**config.mk**
```make
export PLATFORM = sky130hd
export DESIGN_NAME = distribute_1x2_ctrl_flat
export DESIGN_NICKNAME = d
export VERILOG_FILES = /design/src/rtl/distribute_1x2_ctrl_pkg.sv /design/src/rtl/distribute_1x2_ctrl_if.sv /design/src/rtl/distribute_1x2_simple_comb.sv /design/src/rtl/distribute_1x2_ctrl.sv /design/src/flat_wrapper.sv
export SDC_FILE = /design/constraint.sdc
export NUM_CORES = 1
export LEC_CHECK = 0
export ABC_AREA = 1
export ABC_CLOCK_PERIOD_IN_PS = 1150
export CAP_MARGIN = 25
export CORE_MARGIN = 3
export CORE_UTILIZATION = 37
export DETAILED_ROUTE_END_ITERATION = 16
export GPL_ROUTABILITY_DRIVEN = 0
export PLACE_DENSITY_LB_ADDON = 0.15
export REMOVE_ABC_BUFFERS = 1
export SYNTH_ARGS = -nofsm -noshare
export SYNTH_HDL_FRONTEND = slang
export SYNTH_SLANG_ARGS = --single-unit
export TNS_END_PERCENT = 20
```
**constraint.sdc**
```tcl
create_clock -name clk -period 1.15 [get_ports clk]
set_input_delay 0.1725 -clock clk [delete_from_list [all_inputs] [get_ports clk]]
set_output_delay 0.1725 -clock clk [all_outputs]
set_load 0.02 [all_outputs]
```
**src/rtl/distribute_1x2_ctrl_pkg.sv**
```systemverilog
// Shared definitions for the 1-to-2 distribute controller: command encodings,
// lane mask type and small helpers used by the controller and its steering logic.
package distribute_1x2_ctrl_pkg;

  localparam int unsigned DATA_WIDTH_DEFAULT = 32;
  localparam int unsigned CMD_WIDTH_DEFAULT  = 2;
  localparam int unsigned NUM_LANES          = 2;
  localparam int unsigned DROP_CNT_WIDTH     = 8;

  // Each command bit addresses one lane, so the command doubles as the lane mask.
  typedef enum logic [1:0] {
    CMD_NONE = 2'b00,
    CMD_LOW  = 2'b01,
    CMD_HIGH = 2'b10,
    CMD_DUP  = 2'b11
  } cmd_e;

  typedef logic [NUM_LANES-1:0]      lane_mask_t;
  typedef logic [DROP_CNT_WIDTH-1:0] drop_cnt_t;

  function automatic lane_mask_t cmd_to_mask(input cmd_e cmd);
    return lane_mask_t'(cmd);
  endfunction

  function automatic drop_cnt_t sat_inc(input drop_cnt_t value);
    return (value == '1) ? value : value + drop_cnt_t'(1);
  endfunction

endpackage

```
**src/rtl/distribute_1x2_ctrl_if.sv**
```systemverilog
// Upstream/downstream handshake bundle of the 1-to-2 distribute controller.
// master = the side driving beats and downstream ready; slave = the controller.
interface distribute_1x2_ctrl_if
  import distribute_1x2_ctrl_pkg::*;
#(
  parameter int unsigned DATA_WIDTH     = DATA_WIDTH_DEFAULT,
  parameter int unsigned COMMMAND_WIDTH = CMD_WIDTH_DEFAULT
);

  logic                        i_valid;
  logic [DATA_WIDTH-1:0]       i_data_bus;
  logic [COMMMAND_WIDTH-1:0]   i_cmd;
  logic                        o_ready;
  logic [NUM_LANES-1:0]        o_valid;
  logic [2*DATA_WIDTH-1:0]     o_data_bus;
  logic [NUM_LANES-1:0]        i_ready;
  logic                        o_busy;
  logic [DROP_CNT_WIDTH-1:0]   o_drop_cnt;

  modport master (
    output i_valid,
    output i_data_bus,
    output i_cmd,
    output i_ready,
    input  o_ready,
    input  o_valid,
    input  o_data_bus,
    input  o_busy,
    input  o_drop_cnt
  );

  modport slave (
    input  i_valid,
    input  i_data_bus,
    input  i_cmd,
    input  i_ready,
    output o_ready,
    output o_valid,
    output o_data_bus,
    output o_busy,
    output o_drop_cnt
  );

endinterface

```
**src/rtl/distribute_1x2_simple_comb.sv**
```systemverilog
// Combinational 1-to-2 lane steering: copies the payload onto every lane
// selected by the command while the input is valid and enabled.
module distribute_1x2_simple_comb
  import distribute_1x2_ctrl_pkg::*;
#(
  parameter int unsigned DATA_WIDTH = DATA_WIDTH_DEFAULT
) (
  input  logic                          i_valid,
  input  logic                          i_en,
  input  logic [NUM_LANES-1:0]          i_cmd,
  input  logic [DATA_WIDTH-1:0]         i_data,
  output logic [NUM_LANES-1:0]          o_valid,
  output logic [NUM_LANES*DATA_WIDTH-1:0] o_data
);

  always_comb begin
    o_valid = '0;
    o_data  = '0;
    if (i_valid && i_en) begin
      o_valid = i_cmd;
      for (int unsigned lane = 0; lane < NUM_LANES; lane++) begin
        if (i_cmd[lane]) begin
          o_data[lane*DATA_WIDTH +: DATA_WIDTH] = i_data;
        end
      end
    end
  end

endmodule

```
**src/rtl/distribute_1x2_ctrl.sv**
```systemverilog
// Single-entry 1-to-2 distribute controller: holds one beat plus a pending lane
// mask, forks duplicates lane by lane, and counts dropped (cmd 00) beats.
module distribute_1x2_ctrl
  import distribute_1x2_ctrl_pkg::*;
#(
  parameter int unsigned DATA_WIDTH     = DATA_WIDTH_DEFAULT,
  parameter int unsigned COMMMAND_WIDTH = CMD_WIDTH_DEFAULT
) (
  input  logic                  clk,
  input  logic                  rst,
  distribute_1x2_ctrl_if.slave  bus
);

  lane_mask_t            pending_q;
  lane_mask_t            pending_d;
  logic [DATA_WIDTH-1:0] data_q;
  logic [DATA_WIDTH-1:0] data_d;
  drop_cnt_t             drop_cnt_q;
  drop_cnt_t             drop_cnt_d;

  lane_mask_t            remaining;
  logic                  ready;
  logic                  accept;
  cmd_e                  cmd;

  lane_mask_t                    steer_valid;
  logic [NUM_LANES*DATA_WIDTH-1:0] steer_data;

  assign cmd = cmd_e'(bus.i_cmd[1:0]);

  // Lanes still owed after this cycle's transfers; the entry frees when none remain,
  // so o_ready never looks at i_valid.
  always_comb begin
    remaining  = pending_q & ~bus.i_ready;
    ready      = (remaining == '0);
    accept     = bus.i_valid & ready;
    pending_d  = remaining;
    data_d     = data_q;
    drop_cnt_d = drop_cnt_q;
    if (accept) begin
      if (cmd == CMD_NONE) begin
        drop_cnt_d = sat_inc(drop_cnt_q);
      end else begin
        pending_d = cmd_to_mask(cmd);
        data_d    = bus.i_data_bus;
      end
    end
  end

  always_ff @(posedge clk) begin
    if (rst) begin
      pending_q  <= '0;
      data_q     <= '0;
      drop_cnt_q <= '0;
    end else begin
      pending_q  <= pending_d;
      data_q     <= data_d;
      drop_cnt_q <= drop_cnt_d;
    end
  end

  distribute_1x2_simple_comb #(
    .DATA_WIDTH (DATA_WIDTH)
  ) u_steer (
    .i_valid (|pending_q),
    .i_en    (1'b1),
    .i_cmd   (pending_q),
    .i_data  (data_q),
    .o_valid (steer_valid),
    .o_data  (steer_data)
  );

  // Outputs are re-gated with the pending mask so idle lanes read zero
  // regardless of how the steering block treats unselected lanes.
  always_comb begin
    bus.o_valid    = steer_valid & pending_q;
    bus.o_data_bus = '0;
    for (int unsigned lane = 0; lane < NUM_LANES; lane++) begin
      if (pending_q[lane]) begin
        bus.o_data_bus[lane*DATA_WIDTH +: DATA_WIDTH] =
          steer_data[lane*DATA_WIDTH +: DATA_WIDTH];
      end
    end
  end

  assign bus.o_ready    = ready;
  assign bus.o_busy     = |pending_q;
  assign bus.o_drop_cnt = drop_cnt_q;

endmodule

```
**src/flat_wrapper.sv**
```systemverilog
// flat-port wrapper written by rule: the top's interface ports become plain ports
module distribute_1x2_ctrl_flat import distribute_1x2_ctrl_pkg::*;
#(
  parameter int unsigned DATA_WIDTH     = DATA_WIDTH_DEFAULT,
  parameter int unsigned COMMMAND_WIDTH = CMD_WIDTH_DEFAULT
)
  (clk, rst, bus_i_valid, bus_i_data_bus, bus_i_cmd, bus_i_ready, bus_o_ready, bus_o_valid, bus_o_data_bus, bus_o_busy, bus_o_drop_cnt);
  distribute_1x2_ctrl_if #(.DATA_WIDTH(DATA_WIDTH), .COMMMAND_WIDTH(COMMMAND_WIDTH)) bus_i ();
  input  logic clk;
  input  logic rst;
  input wire logic [$bits(bus_i.i_valid)-1:0] bus_i_valid;
  input wire logic [$bits(bus_i.i_data_bus)-1:0] bus_i_data_bus;
  input wire logic [$bits(bus_i.i_cmd)-1:0] bus_i_cmd;
  input wire logic [$bits(bus_i.i_ready)-1:0] bus_i_ready;
  output wire logic [$bits(bus_i.o_ready)-1:0] bus_o_ready;
  output wire logic [$bits(bus_i.o_valid)-1:0] bus_o_valid;
  output wire logic [$bits(bus_i.o_data_bus)-1:0] bus_o_data_bus;
  output wire logic [$bits(bus_i.o_busy)-1:0] bus_o_busy;
  output wire logic [$bits(bus_i.o_drop_cnt)-1:0] bus_o_drop_cnt;
  assign bus_i.i_valid = bus_i_valid;
  assign bus_i.i_data_bus = bus_i_data_bus;
  assign bus_i.i_cmd = bus_i_cmd;
  assign bus_i.i_ready = bus_i_ready;
  assign bus_o_ready = bus_i.o_ready;
  assign bus_o_valid = bus_i.o_valid;
  assign bus_o_data_bus = bus_i.o_data_bus;
  assign bus_o_busy = bus_i.o_busy;
  assign bus_o_drop_cnt = bus_i.o_drop_cnt;
  distribute_1x2_ctrl #(.DATA_WIDTH(DATA_WIDTH), .COMMMAND_WIDTH(COMMMAND_WIDTH)) u_core (.clk(clk), .rst(rst), .bus(bus_i));
endmodule
```
Yosys cells after proc, flatten, opt, wreduce, memory -nomap -nowiden
Cells that the tools add are included.
{"block": "totals", "output_inout_bits": 76, "reg_bits": 42}
{"block": "op_classes", "reduce_logical": 5, "muxes": 8, "n_addsub": 1, "bitwise_logic": 6, "n_eq_ne": 1}
{"cell": "32-bit two-way mux", "n": 4}
{"cell": "64-bit two-way mux", "n": 1}
{"cell": "8-bit by 1-bit adder with 8-bit output (second input constant)", "n": 1}
{"cell": "8-bit == test (second input constant)", "n": 1}
{"cell": "2-bit two-way mux", "n": 3}
{"cell": "2-bit bitwise AND", "n": 2}
{"cell": "2-bit logical NOT", "n": 2}
{"cell": "3-bit AND reduction", "n": 1}
{"cell": "1-bit inverter", "n": 2}
{"cell": "2-bit inverter", "n": 1}
{"cell": "2-bit AND reduction", "n": 1}
{"cell": "2-bit OR reduction", "n": 1}
{"cell": "1-bit bitwise AND", "n": 1}

Depth between registers and ports, before layout
{"block": "depth", "word_depth": 5, "ltp_mapped": 9, "ltp_nobuf": 9}

Cells and area by module
A second synthesis with hierarchy kept.
{"block": "hier_totals", "hier_cells": 527, "area_unflattened_um2": 2957.8}
{"mod": "distribute_1x2_ctrl", "area_per_inst_um2": 2348.5, "cells_each": 379, "n_inst": 1}
{"mod": "distribute_1x2_simple_comb", "area_per_inst_um2": 609.3, "cells_each": 148, "n_inst": 1}

Worst setup path before layout
Ideal clock, no wire load.
{"block": "synth_path", "path_type": "register to register", "startpoint": "register u_core.drop_cnt_q[0], in the netlist u_core.bus.o_drop_cnt[0]", "endpoint": "register u_core.drop_cnt_q[3], in the netlist u_core.bus.o_drop_cnt[3]", "slack_ns": -0.270, "setup_time_ns": 0.115, "period_less_slack_ns": 1.420, "stages_incl_launch_ff": 9, "arrival_time_ns": 1.305, "path_cell_list": "dfxtp_1 -> ha_1 -> nand2_1 -> nor2_1 -> nand2_1 -> nand2_1 -> inv_2 -> a21oi_1 -> nor2_1"}
{"block": "synth_between", "elab_chain_cells": 3, "elab_cells_between_ends": 4, "cone_classes": "add/sub: 1; eq/ne: 1; bitwise: 1; reduce/logical: 1"}
{"element": "start: declaration", "line_no": "distribute_1x2_ctrl.sv:18", "source": "drop_cnt_t drop_cnt_q;"}
{"element": "start signal: assignment", "line_no": "distribute_1x2_ctrl.sv:58", "source": "drop_cnt_q <= drop_cnt_d;"}
{"element": "branches (longest 3 deep; another with 8-bit by 1-bit adder with 8-bit output)"}
Parallel ways; which one is timed is not known.
A chain may end at the register's enable or synchronous reset.

Final worst setup path
{"block": "layout_path", "startpoint": "register u_core.pending_q[1]", "endpoint": "register u_core.data_q[24]"}
{"block": "layout_between", "elab_chain_cells": 4}
{"element": "start: declaration", "line_no": "distribute_1x2_ctrl.sv:14", "source": "lane_mask_t pending_q;"}
{"element": "start signal: assignment", "line_no": "distribute_1x2_ctrl.sv:56", "source": "pending_q <= pending_d;"}
{"element": "2-bit bitwise AND", "line_no": "distribute_1x2_ctrl.sv:34", "source": "remaining = pending_q & ~bus.i_ready;"}
{"element": "2-bit logical NOT", "line_no": "distribute_1x2_ctrl.sv:35", "source": "ready = (remaining == '0);"}
{"element": "1-bit bitwise AND", "line_no": "distribute_1x2_ctrl.sv:36", "source": "accept = bus.i_valid & ready;"}
{"element": "2-bit AND reduction (no line)"}
{"element": "end signal: assignment", "line_no": "distribute_1x2_ctrl.sv:57", "source": "data_q <= data_d;"}
{"element": "end: declaration", "line_no": "distribute_1x2_ctrl.sv:16", "source": "logic [DATA_WIDTH-1:0] data_q;"}
Every way passes these cells.

==> flow_summary.yaml <==
floorplanning:
  die_h_um: 85.08
  coreArea_um2: 5991
  io_pins: 115
  std_cell_rows: 28
  die_area_um2: 7238
  die_w_um: 85.08
  start_util_pct: 38.62
power_and_ir_drop:
  p_leak_uw: 0.002432
  power_density_nw_per_um2: 866.6
  vdd.ir_drop.worst_mv: 0.5565
global_routing:
  grt_pass1_vias: 2436
  grt_pass1_wl_um: 11800
  grt.total_usage_pct: 20.25
  grt_max_degree: 41
  grt_overflow: 0
  antenna_found_initial: 0
yosys:
  synthCells: 366
  ys_seq_area_share_pct: 36.34
  synth_area_leader_cell: "dfxtp_1"
  netlist.area_leader.share_pct: 36.34
  synth_area_um2: 2313
  yosys_warnings: 0
  postSynthAreaPerCell_um2: 6.321
  synth_seq_cells: 42
  synth_cell_types: 20
  synth.area.top_cells: "dfxtp_1, nand2_1, inv_1, nor2_1, nor2_2"
setup_path:
  r2r_end: "u_core.data_q[24]"
  critPathKind: "register to register"
  cp.required_ps: 1380
  r2r_slack_ps: -360
  crit_fanout: 8
  crit_path_end_kind: "register"
  cp-start-kind: "register"
  rr_startpoint: "u_core.pending_q[1]"
  worstPathArrival_ps: 1740
  reg2reg_depth: 9
clock_network:
  cts_hold_buffers: 0
  clock_sinks: 42
  clk-insertion-delay-late_ps: 290
  tritoncts: "built"
  clk_pin_slew_ps: 90
  numCtsBuffers: 5
  h-tree-depth: 2
  cts-root-buf: "clkbuf_8"
  clock_path_buffers: 2
sta:
  relSlewSlack_pct: 78.11
  min_period_ps: 1511
  hold_violations: 0
  fmax_ghz: 0.6619
  rsz0062_at_grt: "yes"
  setup_viol: 109
  slew_violations: 0
  setup_ws_ps: -360.7
  fin_crit_sh_pct: 131.4
  clock_skew_ps: 3.823
  tightest_slew_ps: 328.0
final_layout:
  multi_input_area_um2: 1180
  ff_latch_area_um2: 852.1
  fin_cells: 598
  final_common_cell: "nand2_1"
  final_cell_area_um2: 4432
  final_cell_mix: "nand2_1, buf_6, inv_1"
  fill_cells: 444
  antenna_cells: 0
  drive_above_1_share_pct: 44.36
  area_growth_pct: 91.56
  final_net_count: 562
detailed_routing:
  first_pass_iters: 4
  drc_errors: 0
  wl_per_cell_um: 13.71
  vias: 2659
  drt-vias-per-instance: 4.446
  antenna_left: 0
  drt-initial-drc-count: 135
  drt_wl_total_um: 8199
flow_run:
  drv_cap: 0
run_status:
  violations: "negative setup slack"
  status: "complete, but fails checks"
hold_path:
  min_to: "u_core.data_q[22]"
  hold_depth: 3
  worstHoldStart: "bus_i_data_bus[22]"
  holdCritPathClass: "input port to register"
place:
  dpl.hpwl_um: 4597
  port-buffer-count: 114
  dp_cells: 557
  dpl_cell_area_um2: 3632
cell families (layout without fill, tap and decap cells):
kind of cell    Yosys count  in the layout  synth area share, %
fa+ha+maj                 1              1               0.5407
simple gates            186            186                35.86
compound gates           38             38                8.221
buf+inv                  97            254                18.28
flops                    42             42                36.34
xor+xnor                  2              2               0.7573
Yosys cell counts:
master,n
inv_1,73
nand3_4,1
buf_6,7
nand2_1,89
nor2_1,56
buf_4,1
nor2_2,31
inv_4,1
nor2_8,1
nand3_1,5
inv_2,2
clkbuf_1,12
ha_1,1
nand2_4,2
a21oi_1,6
or2_2,1
xor2_1,2
o21ai_1,32
clkinv_1,1
dfxtp_1,42
sequential cells by signal (all words and copies together) (netlist names):
name                   flops
u_core.data_q             32
u_core.pending_q           2
u_core.bus.o_drop_cnt      8
where the power goes:
group	total [uW]	internal (uW)	switching (uW)
clock network	1010	486	525
registers	1670	1560	107
logic	1160	623	539
worst max path at each step:
stage | from | cells after the start | slack (ps) | end
floorplan | u_core.pending_q[0] | 6 | -750 | u_core.data_q[11]
global placement | bus_i_ready[0] | 6 | -490 | bus_o_ready
detailed placement | bus_i_ready[0] | 9 | -510 | u_core.data_q[11]
CTS | u_core.pending_q[1] | 4 | -280 | bus_o_data_bus[48]
global route | u_core.pending_q[1] | 9 | -430 | u_core.data_q[24]
finish | u_core.pending_q[1] | 9 | -360 | u_core.data_q[24]
what timing repair did:
| item | CTS | global route |
|---|---|---|
| pin swaps | 0 | 11 |
| gates resized for setup | 452 | 60 |
| setup endpoints to repair | 118 | 116 |
| cloned | 5 | 6 |
| buffers inserted | 8 | 14 |
| endpoints found under the hold margin | 0 | 0 |
worst max-delay path, cell delays in order (launching register included):
cell and delay [ps]:
dfxtp_4 390, buf_12 130, nand2_4 60, buf_12 100
nand3_4 110, nor2_8 170, buf_6 150, clkbuf_16 150
o21ai_1 60, nor2_1 120
stage by stage:
step	TNS [ps]	power [uW]	hold slack (ps)	worst slack, ps	util, %
2_1_floorplan	-45750	2053	241.6	-752.2	-
3_3_place_gp	-39340	2478	504.6	-485.6	60.63
3_5_place_dp	-40800	2491	512.2	-509.5	60.63
4_1_cts	-20870	3626	465.2	-281.7	67.98
5_1_grt	-31420	4024	463.9	-429.6	73.98
6_report	-25550	3841	465.3	-360.7	73.98
routing by layer:
layer  global-route usage [%]  vias to the layer above  wire [um]
met5                        0                        -          0
met4                    3.885                        0         66
met3                    6.214                        6        612
met2                    33.97                       82       4051
met1                    25.79                     1203       3468
li1                         -                     1368          -
layout make-up:
type	instances	share of cell area, %
clock buffer	7	1.948
inverter	77	6.804
timing repair inverter	2	0.4517
timing repair buffer	167	42.72
multi-input combinational	227	26.62
sequential	42	19.23
clock inverter	1	0.1129
tap	75	2.117
(Power assumes the default switching activity.)
